--- config.mk ---
export PLATFORM = sky130hd
export DESIGN_NAME = mbc1_bank_ctrl
export DESIGN_NICKNAME = d
export VERILOG_FILES = /design/src/rtl/mbc1_bank_ctrl.sv
export SDC_FILE = /design/constraint.sdc
export NUM_CORES = 1
export LEC_CHECK = 0
export BUFFER_PORTS_ARGS = -buffer_cell sky130_fd_sc_hd__buf_2
export CORE_MARGIN = 2
export CORE_UTILIZATION = 31
export DETAILED_ROUTE_END_ITERATION = 8
export PLACE_DENSITY_LB_ADDON = 0.25
export SETUP_SLACK_MARGIN = 0.05
export SKIP_CTS_REPAIR_TIMING = 1
export SLEW_MARGIN = 20
export SYNTH_ARGS = -nofsm -noshare
export SYNTH_HDL_FRONTEND = slang
export SYNTH_SLANG_ARGS = --single-unit
export TNS_END_PERCENT = 100
--- constraint.sdc ---
create_clock -name clk -period 1.1 [get_ports clk]
set_input_delay 0.055 -clock clk [delete_from_list [all_inputs] [get_ports clk]]
set_output_delay 0.055 -clock clk [all_outputs]
set_load 0.01 [all_outputs]
--- src/rtl/mbc1_bank_ctrl.sv ---
// MBC1-style cartridge bank controller: synchronises the async cartridge bus,
// decodes CPU writes to 0x0000-0x7FFF into bank registers and produces the
// banked ROM byte address plus a qualified ROM read-select.
module mbc1_bank_ctrl #(
   parameter int unsigned ROM_ADDR_W = 21,
   parameter int unsigned MIN_LOW    = 4
) (
   input  logic                  clk,
   input  logic                  rst,
   input  logic [15:0]           address,
   input  logic [7:0]            data_in,
   input  logic                  nWR,
   input  logic                  nRD,
   input  logic                  nCS,
   output logic [ROM_ADDR_W-1:0] rom_addr,
   output logic                  rom_sel,
   output logic                  ram_enable,
   output logic [1:0]            ram_bank,
   output logic                  bank_mode,
   output logic                  wr_commit
);

   localparam int unsigned CNT_W = $clog2(MIN_LOW + 1);
   localparam logic [CNT_W-1:0] CNT_MAX = CNT_W'(MIN_LOW);

   typedef enum logic [1:0] {
      StIdle,
      StLow,
      StCommit
   } state_e;

   // Two-flop synchronisers
   logic [15:0] r_addr_s1, r_addr_s2;
   logic [7:0]  r_data_s1, r_data_s2;
   logic        r_nwr_s1, r_nwr_s2;
   logic        r_nrd_s1, r_nrd_s2;
   logic        r_ncs_s1, r_ncs_s2;

   // Write FSM and bank registers
   state_e          r_state;
   logic [CNT_W-1:0] r_cnt;
   logic [2:0]      r_cap_addr;   // captured address[15:13]
   logic [7:0]      r_cap_data;
   logic [4:0]      r_bank_lo;
   logic [1:0]      r_bank_hi;
   logic            r_mode;
   logic            r_ram_en;
   logic            r_wr_commit;

   // Output registers
   logic [ROM_ADDR_W-1:0] r_rom_addr;
   logic                  r_rom_sel;

   logic [20:0]            w_rom_full;
   logic [ROM_ADDR_W+20:0] w_rom_ext;
   logic                   w_unused;

   // Synchronise every bus input; strobes idle high, address/data idle zero
   always_ff @(posedge clk) begin
      if (rst) begin
         r_addr_s1 <= '0;
         r_addr_s2 <= '0;
         r_data_s1 <= '0;
         r_data_s2 <= '0;
         r_nwr_s1  <= 1'b1;
         r_nwr_s2  <= 1'b1;
         r_nrd_s1  <= 1'b1;
         r_nrd_s2  <= 1'b1;
         r_ncs_s1  <= 1'b1;
         r_ncs_s2  <= 1'b1;
      end else begin
         r_addr_s1 <= address;
         r_addr_s2 <= r_addr_s1;
         r_data_s1 <= data_in;
         r_data_s2 <= r_data_s1;
         r_nwr_s1  <= nWR;
         r_nwr_s2  <= r_nwr_s1;
         r_nrd_s1  <= nRD;
         r_nrd_s2  <= r_nrd_s1;
         r_ncs_s1  <= nCS;
         r_ncs_s2  <= r_ncs_s1;
      end
   end

   // Write FSM: qualify nWR low width, capture bus at trailing edge, apply on commit
   always_ff @(posedge clk) begin
      if (rst) begin
         r_state     <= StIdle;
         r_cnt       <= '0;
         r_cap_addr  <= '0;
         r_cap_data  <= '0;
         r_bank_lo   <= 5'd1;
         r_bank_hi   <= 2'd0;
         r_mode      <= 1'b0;
         r_ram_en    <= 1'b0;
         r_wr_commit <= 1'b0;
      end else begin
         r_wr_commit <= 1'b0;
         unique case (r_state)
            StIdle: begin
               if (!r_nwr_s2) begin
                  r_state    <= StLow;
                  r_cnt      <= CNT_W'(1);
                  r_cap_addr <= r_addr_s2[15:13];
                  r_cap_data <= r_data_s2;
               end
            end
            StLow: begin
               if (!r_nwr_s2) begin
                  // Keep re-capturing so the last low cycle's values win
                  r_cap_addr <= r_addr_s2[15:13];
                  r_cap_data <= r_data_s2;
                  if (r_cnt < CNT_MAX) begin
                     r_cnt <= r_cnt + CNT_W'(1);
                  end
               end else if ((r_cnt >= CNT_MAX) && r_ncs_s2 && !r_cap_addr[2]) begin
                  r_state <= StCommit;
               end else begin
                  r_state <= StIdle;
               end
            end
            StCommit: begin
               r_wr_commit <= 1'b1;
               r_state     <= StIdle;
               unique case (r_cap_addr[1:0])
                  2'b00: r_ram_en  <= (r_cap_data[3:0] == 4'hA);
                  2'b01: r_bank_lo <= (r_cap_data[4:0] == 5'd0) ? 5'd1 : r_cap_data[4:0];
                  2'b10: r_bank_hi <= r_cap_data[1:0];
                  2'b11: r_mode    <= r_cap_data[0];
                  default: r_mode  <= r_mode;
               endcase
            end
            default: r_state <= StIdle;
         endcase
      end
   end

   // Banked ROM address from the synchronised CPU address
   always_comb begin
      w_rom_full = '0;
      if (r_addr_s2[14]) begin
         w_rom_full = {r_bank_hi, r_bank_lo, r_addr_s2[13:0]};
      end else begin
         w_rom_full = {(r_mode ? r_bank_hi : 2'b00), 5'b00000, r_addr_s2[13:0]};
      end
   end

   // Zero-extend then truncate so any ROM_ADDR_W works; upper bits wrap away
   assign w_rom_ext = {{ROM_ADDR_W{1'b0}}, w_rom_full};

   // Register the ROM address and read qualifier
   always_ff @(posedge clk) begin
      if (rst) begin
         r_rom_addr <= '0;
         r_rom_sel  <= 1'b0;
      end else begin
         r_rom_addr <= w_rom_ext[ROM_ADDR_W-1:0];
         r_rom_sel  <= ~r_addr_s2[15] & ~r_nrd_s2 & r_nwr_s2 & r_ncs_s2;
      end
   end

   assign w_unused = ^{r_cap_data[7:5], w_rom_ext[ROM_ADDR_W+20:ROM_ADDR_W]};

   assign rom_addr   = r_rom_addr;
   assign rom_sel    = r_rom_sel;
   assign ram_enable = r_ram_en;
   assign ram_bank   = r_mode ? r_bank_hi : 2'b00;
   assign bank_mode  = r_mode;
   assign wr_commit  = r_wr_commit;

endmodule

* After elaboration in Yosys (flattened, before gate mapping) *
Index checks and enable logic that the tools add are counted.

storage, ports and cells
  bits in registers = 93
  input bits = 29
  output and inout port bits = 27
  word-level logic and storage cells = 70

cells by class
  reductions and logical operators = 16
  order comparisons = 2
  mux-type cells = 12
  equality and inequality tests = 10
  bitwise logic cells = 7
  add/sub/neg operators = 1

operator list
  cell                                                       number
  2-to-1 mux 21 bit                                          1
  AND reduction 2 bit                                        6
  2-to-1 mux 3 bit                                           3
  2-to-1 mux 2 bit                                           4
  inequality test 2 bit (second input constant)              4
  equality test 2 bit (second input constant)                3
  one-hot mux 3 bit (2 select lines)                         1
  zero test 5 bit                                            1
  2-to-1 mux 5 bit                                           1
  equality test 2 x 1 -> 1 bit (second input constant)       2
  equality test 4 bit (second input constant)                1
  zero test 2 bit                                            2
  inverter 1 bit                                             4
  one-hot mux 2 bit (2 select lines)                         1
  AND reduction 4 bit                                        1
  OR reduction 2 bit                                         2
  adder 3 x 1 -> 3 bit (second input constant)               1
  bitwise AND 1 bit                                          3
  greater-or-equal comparator 3 bit (second input constant)  1
  less-than comparator 3 bit (second input constant)         1
  logical AND 1 bit                                          2
  nonzero test 2 bit                                         1
  zero test 1 bit                                            1
  2-to-1 mux 1 bit                                           1

* Longest topological paths before layout *
Gate-level depths: netlist of the first run.

  word-level depth = 6
  gate-level depth with buffers = 4
  depth with buffers taken out = 3

* Worst setup path before layout of the first run *
No wires, ideal clock.

  kind = register to register
  start point = reg r_state[1]
  end point = reg r_bank_lo[0]
  slack = -0.007 ns
  required time = 0.981 ns
  cell stages (with the launch flop) = 5
  arrival = 0.988 ns
  setup time = 0.119 ns
  period minus slack after synthesis = 1.107 ns
  buffers on the path = 1
  path through = dfxtp_1 -> and4bb_1 -> buf_6 -> nor4b_4 -> nor2_2

between the ends
  cells in the longest elaborated chain, start to end = 2

ends and longest elaborated chain
  what                                  line  source
  start: declaration                    40    state_e r_state;
  start signal: assignment              88    r_state <= StIdle;
  start signal: assignment              102   r_state <= StLow;
  start signal: assignment              117   r_state <= StCommit;
  equality test 2 bit                   99    unique case (r_state)
  AND reduction 2 bit (no source line)  --
  end signal: assignment                127   2'b01: r_bank_lo <= (r_cap_data[4:0] == 5'd0) ? 5'd1 : r_cap_data[4:0];
  end: declaration                      44    logic [4:0] r_bank_lo;

Every way passes these cells.
A chain may end at the register's enable or synchronous reset.

* Worst setup path in the final report of the first run *
  start point = reg r_cap_addr[0]
  end point = reg r_bank_hi[1]

between the ends
  cells in the longest elaborated chain, start to end = 2

ends and longest elaborated chain
  what                                  line  source
  start: declaration                    42    logic [2:0] r_cap_addr;
  start signal: assignment              104   r_cap_addr <= r_addr_s2[15:13];
  start signal: assignment              111   r_cap_addr <= r_addr_s2[15:13];
  equality test 2 bit                   125   unique case (r_cap_addr[1:0])
  AND reduction 2 bit (no source line)  --
  end signal: assignment                128   2'b10: r_bank_hi <= r_cap_data[1:0];
  end: declaration                      45    logic [1:0] r_bank_hi;

Every way passes these cells.

==> results of run 1 <==
[worst reg2reg max path: stages (launching register included)]
cell and delay (ps):
dfxtp_2 330, buf_6 120, and4bb_1 320, mux2i_1 200, nor2_1 50
[per-stage QoR]
stage / cells / worst slack, ps / total power [uW] / area, sq um
global route: 451 / -80.9 / 6520 / 3790
floorplan: 247 / 49.3 / 3710 / 2820
global placement: 409 / -59.5 / 3810 / 3250
CTS: 425 / -86.7 / 6270 / 3470
detailed placement: 409 / -74.2 / 3820 / 3250
finish: 451 / -21.5 / 6240 / 3790
[cell usage after synthesis, types with 2 or more instances]
| library cell | count | share of area |
|---|---|---|
| a21oi_1 | 11 | 0.020 |
| clkbuf_1 | 5 | 0.0067 |
| nor2_1 | 13 | 0.017 |
| nand2_1 | 18 | 0.024 |
| and2_1 | 7 | 0.016 |
| dfxtp_1 | 93 | 0.66 |
| nor3_1 | 3 | 0.0053 |
| nor4_1 | 2 | 0.0044 |
| or2_2 | 6 | 0.013 |
| nor4b_2 | 2 | 0.011 |
| buf_6 | 2 | 0.0080 |
| buf_2 | 4 | 0.0071 |
| nor2b_1 | 57 | 0.13 |
| and4bb_1 | 2 | 0.0089 |
| inv_1 | 2 | 0.0027 |
| mux2i_1 | 8 | 0.028 |
[final cells by class]
cell class	count	area, sq um
Fill cell	868	4970
Sequential cell	93	1870
Clock buffer	11	131
Timing Repair Buffer	92	638
Tap cell	108	135
Multi-Input combinational cell	140	922
Inverter	2	7.51
Clock inverter	5	83.8
[where the power goes]
| group | switching, uW | leakage (uW) | internal (uW) | total, uW |
|---|---|---|---|---|
| sequential | 27.5 | 0.000765 | 3460 | 3490 |
| clock | 1150 | 0.000100 | 1290 | 2440 |
| combinational | 122 | 0.000708 | 185 | 307 |
[final timing paths]
kind	cells past startpoint	endpoint
worst max-delay path	4	r_bank_hi[1]$_SDFFE_PP0P_
worst min-delay path	3	rom_sel$_SDFF_PP0_
worst max register to register	4	r_bank_hi[1]$_SDFFE_PP0P_
worst min register to register	1	rom_sel$_SDFF_PP0_
[cell families after synthesis]
kind of cell,after synthesis,share of synthesized area
flops,93,0.661
compound gates,14,0.0284
mux,8,0.0284
fa+ha+maj,1,0.00444
simple gates,117,0.251
buf+inv,14,0.0271
[state kept, by name (all words and copies together) (netlist names), 2 cells and up]
name        count
r_state         2
r_cnt           3
r_cap_addr      3
r_bank_lo       5
r_data_s2       5
r_bank_hi       2
r_data_s1       5
rom_addr       21
r_addr_s2      16
r_cap_data      5
r_addr_s1      16
[routing by layer]
layer,share of wire,vias up,global-route usage
li1,-,964,-
met1,0.46,822,0.111
met2,0.47,38,0.141
met5,0,-,0
met4,0.031,0,0.0695
met3,0.042,12,0.0274
==> results_dict.tcl, run 1 <==
set metrics [dict create \
    synthesized_cell_area_sq_um 2820 \
    tritoncts.num_buffers 9 \
    crit_path_start "r_cap_addr[0]$_SDFFE_PP0P_" \
    clock_tree_from_tritoncts "done" \
    io_buffer_count 52 \
    clock-skew-final_ps 7.87 \
    fmax_ghz 0.892 \
    run_status "complete, but fails checks" \
    synth_enable_flop_cells 0 \
    regToRegStartpoint "r_cap_addr[0]$_SDFFE_PP0P_" \
    grt_pass1_wl_um 7160 \
    worst-slew-pin-transition_ps 320 \
    die_width_um 99.3 \
    worst_reg2reg_setup_slack_ps -20 \
    first_global_vias 1583 \
    worst_slack_ps -21.5 \
    critical_path.top_delay_family "simple AND/OR/NAND/NOR gates" \
    detail_route.drc_violations 0 \
    pin_count 56 \
    drt-vias-per-instance 4.07 \
    drv_slew 0 \
    mappedNetlistNets 277 \
    grt_overflow_total 0 \
    timing.max_slew.rel_slack 0.785 \
    power.density_cell_area_nw_per_um2 1650 \
    cp.required_ps 1350 \
    setup.worst_path.start_class "flip-flop" \
    crit_slowest_cell "dfxtp_2" \
    mapped_cells 247 \
    clockRootBuffer "clkbuf_8" \
    gr-usage-all-layers 0.0932 \
    synth.ff_latch_count 93 \
    post-dp-hpwl_um 3000 \
    drtIter0Drc 30 \
    cts_buffer_depth 2 \
    antenna-diode-count 0 \
    avgRoutedWirePerCell_um 10.2 \
    floorplan.die.height_um 99.3 \
    synth.lib_cells_used.distinct 28 \
    layout_commonest_cell "dfxtp_1" \
    floorplan.rows 34 \
    detail-route-antenna-nets 0 \
    postSynth.asyncResetShare 0 \
    drt-total-wl_um 4610 \
    grt_start_max_net_pins 19 \
    nets 368 \
    cap_viol_max_count 0 \
    clock_sink_count 93 \
    final_cell_mix "dfxtp_1, nor2b_1, buf_2, dlygate4sd3_1, nand2_1" \
    clock_insertion_delay_worst_skew_ps 350 \
    core_area_sq_um 8760 \
    drive_gt1_frac 0.312 \
    worstHoldStart "rst" \
    dr_total_vias 1836 \
    crit_chain "buf_6, and4bb_1, mux2i_1, nor2_1" \
    synth.yosys.warnings 0 \
    critPathCaptureType "flip-flop" \
    start_util 0.322 \
    overall_die_area_sq_um 9870 \
    crit_type "reg -> reg" \
    holdWs_ps 177 \
    critical_path_buf_inv_count 1 \
    clkTransAtPathRegs_ps 80 \
    cellLeakagePower_uw 0.00157 \
    critical_path.max_fanout 4 \
    1st_pass_router_iterations 3 \
    period_share 1.02 \
    setup_violations 2 \
    setup_repair_after_global_routing_missed_its_margin "true" \
    area_delta_synth_final_pct 34.6 \
    post_synth.cell_area_avg_sq_um 11.4 \
    violations "setup timing" \
    final.min_clock_period_ps 1120 \
    placer_s_final_routability_congestion_estimate 0.724 \
    final_hold_violating_endpoints 0 \
    worst_hold_path_type "in -> reg" \
    crit_path_arrival_time_ps 1370 \
    utilization_after_layout 0.433 \
    final.setup.tns_ps -42.5 \
    grt_antenna_before_repair 0 \
    ir_drop_mv 0.534 \
    seq_total_area_yosys 0.661 \
    critPathMaxStageDelay_ps 330 \
    synth_flop_cell "dfxtp_1" \
    htree_num_levels 3 \
]
Note: power is estimated with default switching activity, not from simulation.
==> run 2, diff against run 1 <==
--- a/config.mk
+++ b/config.mk
@@ -9,9 +9,11 @@
 export CORE_MARGIN = 2
 export CORE_UTILIZATION = 31
 export DETAILED_ROUTE_END_ITERATION = 8
+export MAX_ROUTING_LAYER = met4
 export PLACE_DENSITY_LB_ADDON = 0.25
 export SETUP_SLACK_MARGIN = 0.05
 export SKIP_CTS_REPAIR_TIMING = 1
+export SKIP_LAST_GASP = 1
 export SLEW_MARGIN = 20
 export SYNTH_ARGS = -nofsm -noshare
 export SYNTH_HDL_FRONTEND = slang
==> results_dict.tcl, run 2 (synthesis results as in run 1) <==
set metrics [dict create \
    worstHoldStart "rst" \
    nets 368 \
    combPwrFrac 0.049 \
    clock_sink_count 93 \
    setup_repair_after_global_routing_missed_its_margin "true" \
    floorplan.rows 34 \
    cts_buffer_depth 2 \
    p_sw_frac 0.208 \
    drt-total-wl_um 4630 \
    utilization_after_layout 0.432 \
    share_seq_of_total_power 0.560 \
    start_util 0.322 \
    core_area_sq_um 8760 \
    io_buffer_count 52 \
    1st_pass_router_iterations 3 \
    critical_path.max_fanout 4 \
    period_share 1.02 \
    die_width_um 99.3 \
    holdWs_ps 178 \
    worst_reg2reg_setup_slack_ps -20 \
    clkTransAtPathRegs_ps 80 \
    critPathCaptureType "flip-flop" \
    cellLeakagePower_uw 0.00157 \
    worst_r2r_endpoint "r_bank_hi[1]$_SDFFE_PP0P_" \
    grt_overflow_total 0 \
    final_hold_violating_endpoints 0 \
    cp.required_ps 1350 \
    grt_start_max_net_pins 19 \
    critPathMaxStageDelay_ps 330 \
    drtIter0Drc 31 \
    placer_s_final_routability_congestion_estimate 0.733 \
    ir_drop_mv 0.534 \
    p_switching_uw 1300 \
    pin_count 56 \
    layout_commonest_cell "dfxtp_1" \
    area_delta_synth_final_pct 34.3 \
    final_cell_mix "dfxtp_1, nor2b_1, buf_2, dlygate4sd3_1, nand2_1" \
    htree_num_levels 3 \
    final.setup.tns_ps -43.1 \
    worst_slack_ps -21.6 \
    clock-skew-final_ps 8.00 \
    internal-power_uw 4940 \
    crit_type "reg -> reg" \
    avgRoutedWirePerCell_um 10.3 \
    clockRootBuffer "clkbuf_8" \
    regToRegStartpoint "r_cap_addr[0]$_SDFFE_PP0P_" \
    cap_viol_max_count 0 \
    floorplan.die.height_um 99.3 \
    tritoncts.num_buffers 9 \
    setup.worst_path.start_class "flip-flop" \
    holdPathStages 3 \
    place_area_sq_um 3250 \
    drv_slew 0 \
    detail_route.drc_violations 0 \
    use_met1 0.112 \
    grt_pass1_wl_um 7170 \
    worstHoldEndpoint "rom_sel$_SDFF_PP0_" \
    largest_register_ff_count 21 \
    gr-usage-all-layers 0.0959 \
    globalRoute.busiestLayer "met2" \
    clock_tree_from_tritoncts "done" \
    post-dp-hpwl_um 3000 \
    first_global_vias 1582 \
    final_cell_area_excluding_filler_cells_sq_um 3780 \
    fillerInstances 870 \
    overall_die_area_sq_um 9870 \
    violations "setup timing" \
    drt-vias-per-instance 4.07 \
    globalRouteMet2Util 0.141 \
    antenna-diode-count 0 \
    fmax_ghz 0.892 \
    grt_util_met3 0.0260 \
    timing.max_slew.rel_slack 0.676 \
    worst-slew-pin-transition_ps 482 \
    crit_slowest_cell "dfxtp_2" \
    dr_total_vias 1837 \
    p_clk_frac 0.391 \
    power.density_cell_area_nw_per_um2 1650 \
    worst-r2r-cell-count 4 \
    grt_antenna_before_repair 0 \
    setup_violations 2 \
    detail-route-antenna-nets 0 \
    clock_insertion_delay_worst_skew_ps 350 \
    final.min_clock_period_ps 1120 \
    crit_path_arrival_time_ps 1370 \
    drive_gt1_frac 0.306 \
    run_status "complete, but fails checks" \
    crit_chain "buf_6, and4bb_1, mux2i_1, nor2_1" \
    worst_hold_path_type "in -> reg" \
]
run 2: area by class of cell:
class | count | area [sq um] | area share
Clock buffer | 11 | 131 | 0.0347
Clock inverter | 5 | 83.8 | 0.0221
Inverter | 2 | 7.51 | 0.00198
Multi-Input combinational cell | 140 | 916 | 0.242
Sequential cell | 93 | 1870 | 0.495
Tap cell | 108 | 135 | 0.0357
Timing Repair Buffer | 92 | 638 | 0.169
run 2: how the worst max path moves through the flow:
| stage | from | end | cells past startpoint |
|---|---|---|---|
| floorplan | r_cap_addr[1]$_SDFFE_PP0P_ | r_bank_lo[0]$_SDFFE_PP1P_ | 4 |
| global placement | r_cap_addr[1]$_SDFFE_PP0P_ | r_bank_lo[0]$_SDFFE_PP1P_ | 3 |
| detailed placement | r_cap_addr[1]$_SDFFE_PP0P_ | r_bank_lo[0]$_SDFFE_PP1P_ | 3 |
| CTS | r_cap_addr[1]$_SDFFE_PP0P_ | r_bank_lo[0]$_SDFFE_PP1P_ | 3 |
| global route | r_state[0]$_SDFFE_PP0P_ | ram_enable$_SDFFE_PP0P_ | 4 |
| finish | r_cap_addr[0]$_SDFFE_PP0P_ | r_bank_hi[1]$_SDFFE_PP0P_ | 4 |
run 2: worst max-delay path: cells and delay by family, from the launching register on:
family / cells / cell delay (ps)
buf+inv: 1 / 120
simple gates: 2 / 370
mux: 1 / 190
flops: 1 / 330
run 2: stage by stage:
stage / setup slack [ps] / total power (uW) / cells
after detailed placement: -74.2 / 3820 / 409
after floorplan: 49.3 / 3710 / 247
after global placement: -59.5 / 3810 / 409
final: -21.6 / 6240 / 451
after global routing: -80.9 / 6520 / 451
after CTS: -86.7 / 6270 / 425
run 2: power by group through the flow:
| stage | clock network (uW) | logic [uW] | registers, uW |
|---|---|---|---|
| CTS | 2530 | 243 | 3490 |
| detailed placement | 0 | 243 | 3570 |
| global placement | 0 | 239 | 3570 |
| floorplan | 0 | 134 | 3580 |
| global route | 2680 | 342 | 3500 |
| finish | 2440 | 307 | 3490 |
run 2: layer usage:
| metal | up-vias | wire [um] | share of wire |
|---|---|---|---|
| met5 | - | 0 | 0 |
| met1 | 821 | 2140 | 0.46 |
| met4 | 0 | 110 | 0.024 |
| met3 | 12 | 194 | 0.042 |
| li1 | 964 | - | - |
| met2 | 40 | 2190 | 0.47 |
==> run 3, diff against run 2 <==
--- a/config.mk
+++ b/config.mk
@@ -7,7 +7,7 @@
 export LEC_CHECK = 0
 export BUFFER_PORTS_ARGS = -buffer_cell sky130_fd_sc_hd__buf_2
 export CORE_MARGIN = 2
-export CORE_UTILIZATION = 31
+export CORE_UTILIZATION = 48
 export DETAILED_ROUTE_END_ITERATION = 8
 export MAX_ROUTING_LAYER = met4
 export PLACE_DENSITY_LB_ADDON = 0.25
==> results_dict.tcl, run 3 (synthesis results as in run 1) <==
set metrics [dict create \
    post-dp-hpwl_um 2840 \
    htree_num_levels 3 \
    run_status "complete, but fails checks" \
    crit_type "reg -> reg" \
    holdWs_ps 97.7 \
    1st_pass_router_iterations 4 \
    placer_s_final_routability_congestion_estimate 0.768 \
    power.density_cell_area_nw_per_um2 1580 \
    final.min_clock_period_ps 1120 \
    clock_sink_count 93 \
    multiInputGateArea_sq_um 977 \
    timing.max_slew.rel_slack 0.687 \
    crit_path_arrival_time_ps 1350 \
    critical_path_buf_inv_count 1 \
    worst_reg2reg_setup_slack_ps -20 \
    critical_path.max_fanout 4 \
    setup.worst_path.start_class "flip-flop" \
    layout_commonest_cell "dfxtp_1" \
    floorplan.rows 27 \
    largest_register_ff_count 21 \
    avgRoutedWirePerCell_um 10.9 \
    total_power_uw 6080 \
    clockRootBuffer "clkbuf_8" \
    clock-skew-final_ps 4.61 \
    cap_viol_max_count 0 \
    drive_gt1_frac 0.347 \
    floorplan.die.height_um 80.6 \
    pin_count 56 \
    grt_start_max_net_pins 26 \
    nets 371 \
    crit_slowest_cell "dfxtp_2" \
    fmax_ghz 0.894 \
    critPathMaxStageDelay_ps 330 \
    grt_antenna_before_repair 0 \
    clock_tree_from_tritoncts "done" \
    violations "setup timing" \
    drtIter0Drc 45 \
    crit_chain "buf_6, and4bb_1, mux2i_1, nor2_1" \
    drt-total-wl_um 4550 \
    cellLeakagePower_uw 0.00167 \
    tritoncts.num_buffers 9 \
    critical_path.top_delay_family "simple AND/OR/NAND/NOR gates" \
    clock_insertion_delay_worst_skew_ps 350 \
    critPathCaptureType "flip-flop" \
    worst_hold_path_type "in -> reg" \
    cp.required_ps 1330 \
    gr-usage-all-layers 0.148 \
    drv_slew 0 \
    final-instance-count-excl-fill 418 \
    worst_slack_ps -18.1 \
    dr_total_vias 1857 \
    worst-slew-pin-transition_ps 465 \
    area_delta_synth_final_pct 36.1 \
    grt_overflow_total 0 \
    final_cell_area_excluding_filler_cells_sq_um 3830 \
    drt-vias-per-instance 4.44 \
    dpl_worst_slack_ps -73.5 \
    first_global_vias 1634 \
    detail_route.drc_violations 0 \
    clkTransAtPathRegs_ps 80 \
    seq_area_sq_um 1870 \
    overall_die_area_sq_um 6500 \
    antenna-diode-count 0 \
    die_width_um 80.6 \
    post-place-cells 375 \
    period_share 1.02 \
    detail-route-antenna-nets 0 \
    fillerInstances 425 \
    place_area_sq_um 3240 \
    ir_drop_mv 1.18 \
    io_buffer_count 52 \
    setup_repair_after_global_routing_missed_its_margin "true" \
    start_util 0.505 \
    grt_pass1_wl_um 6880 \
    core_area_sq_um 5570 \
    cts_buffer_depth 2 \
    final_hold_violating_endpoints 0 \
    final_cell_mix "dfxtp_1, nor2b_1, buf_2, dlygate4sd3_1" \
    setup_violations 2 \
]
run 3: cell type report:
| type | instances | share of cell area |
|---|---|---|
| Sequential cell | 93 | 0.488 |
| Multi-Input combinational cell | 140 | 0.255 |
| Timing Repair Buffer | 95 | 0.179 |
| Clock buffer | 10 | 0.0359 |
| Tap cell | 72 | 0.0235 |
| Clock inverter | 6 | 0.0163 |
| Inverter | 2 | 0.00196 |
run 3: worst register-to-register path, stage by stage, from the launching register on:
cell      delay [ps]
dfxtp_2          330
buf_6            120
and4bb_1         310
mux2i_1          200
nor2_1            50
run 3: worst paths after layout:
kind,cells after the start,from,to
max,4,r_cap_addr[0]$_SDFFE_PP0P_,r_bank_hi[0]$_SDFFE_PP0P_
min,2,rst,ram_enable$_SDFFE_PP0P_
max reg2reg,4,r_cap_addr[0]$_SDFFE_PP0P_,r_bank_hi[0]$_SDFFE_PP0P_
min reg2reg,1,r_nrd_s2$_SDFF_PP1_,rom_sel$_SDFF_PP0_
run 3: metal layers:
layer / track usage / wire (um) / up-vias
li1: - / - / 977
met4: 0.107 / 125 / 0
met2: 0.225 / 2220 / 40
met3: 0.0371 / 177 / 10
met1: 0.168 / 2030 / 830
met5: - / 0 / -
run 3: power breakdown:
part | leakage (uW) | switching (uW) | internal (uW)
logic | 0.000795 | 132 | 203
clock network | 0.000106 | 1130 | 1110
registers | 0.000765 | 33.8 | 3460
total | 0.00167 | 1300 | 4780
run 3: stage by stage:
step                 util  setup TNS, ps
floorplan               -              0
global placement    0.580           -154
detailed placement  0.580           -324
CTS                 0.616           -454
global route        0.688           -597
finish              0.688          -33.7
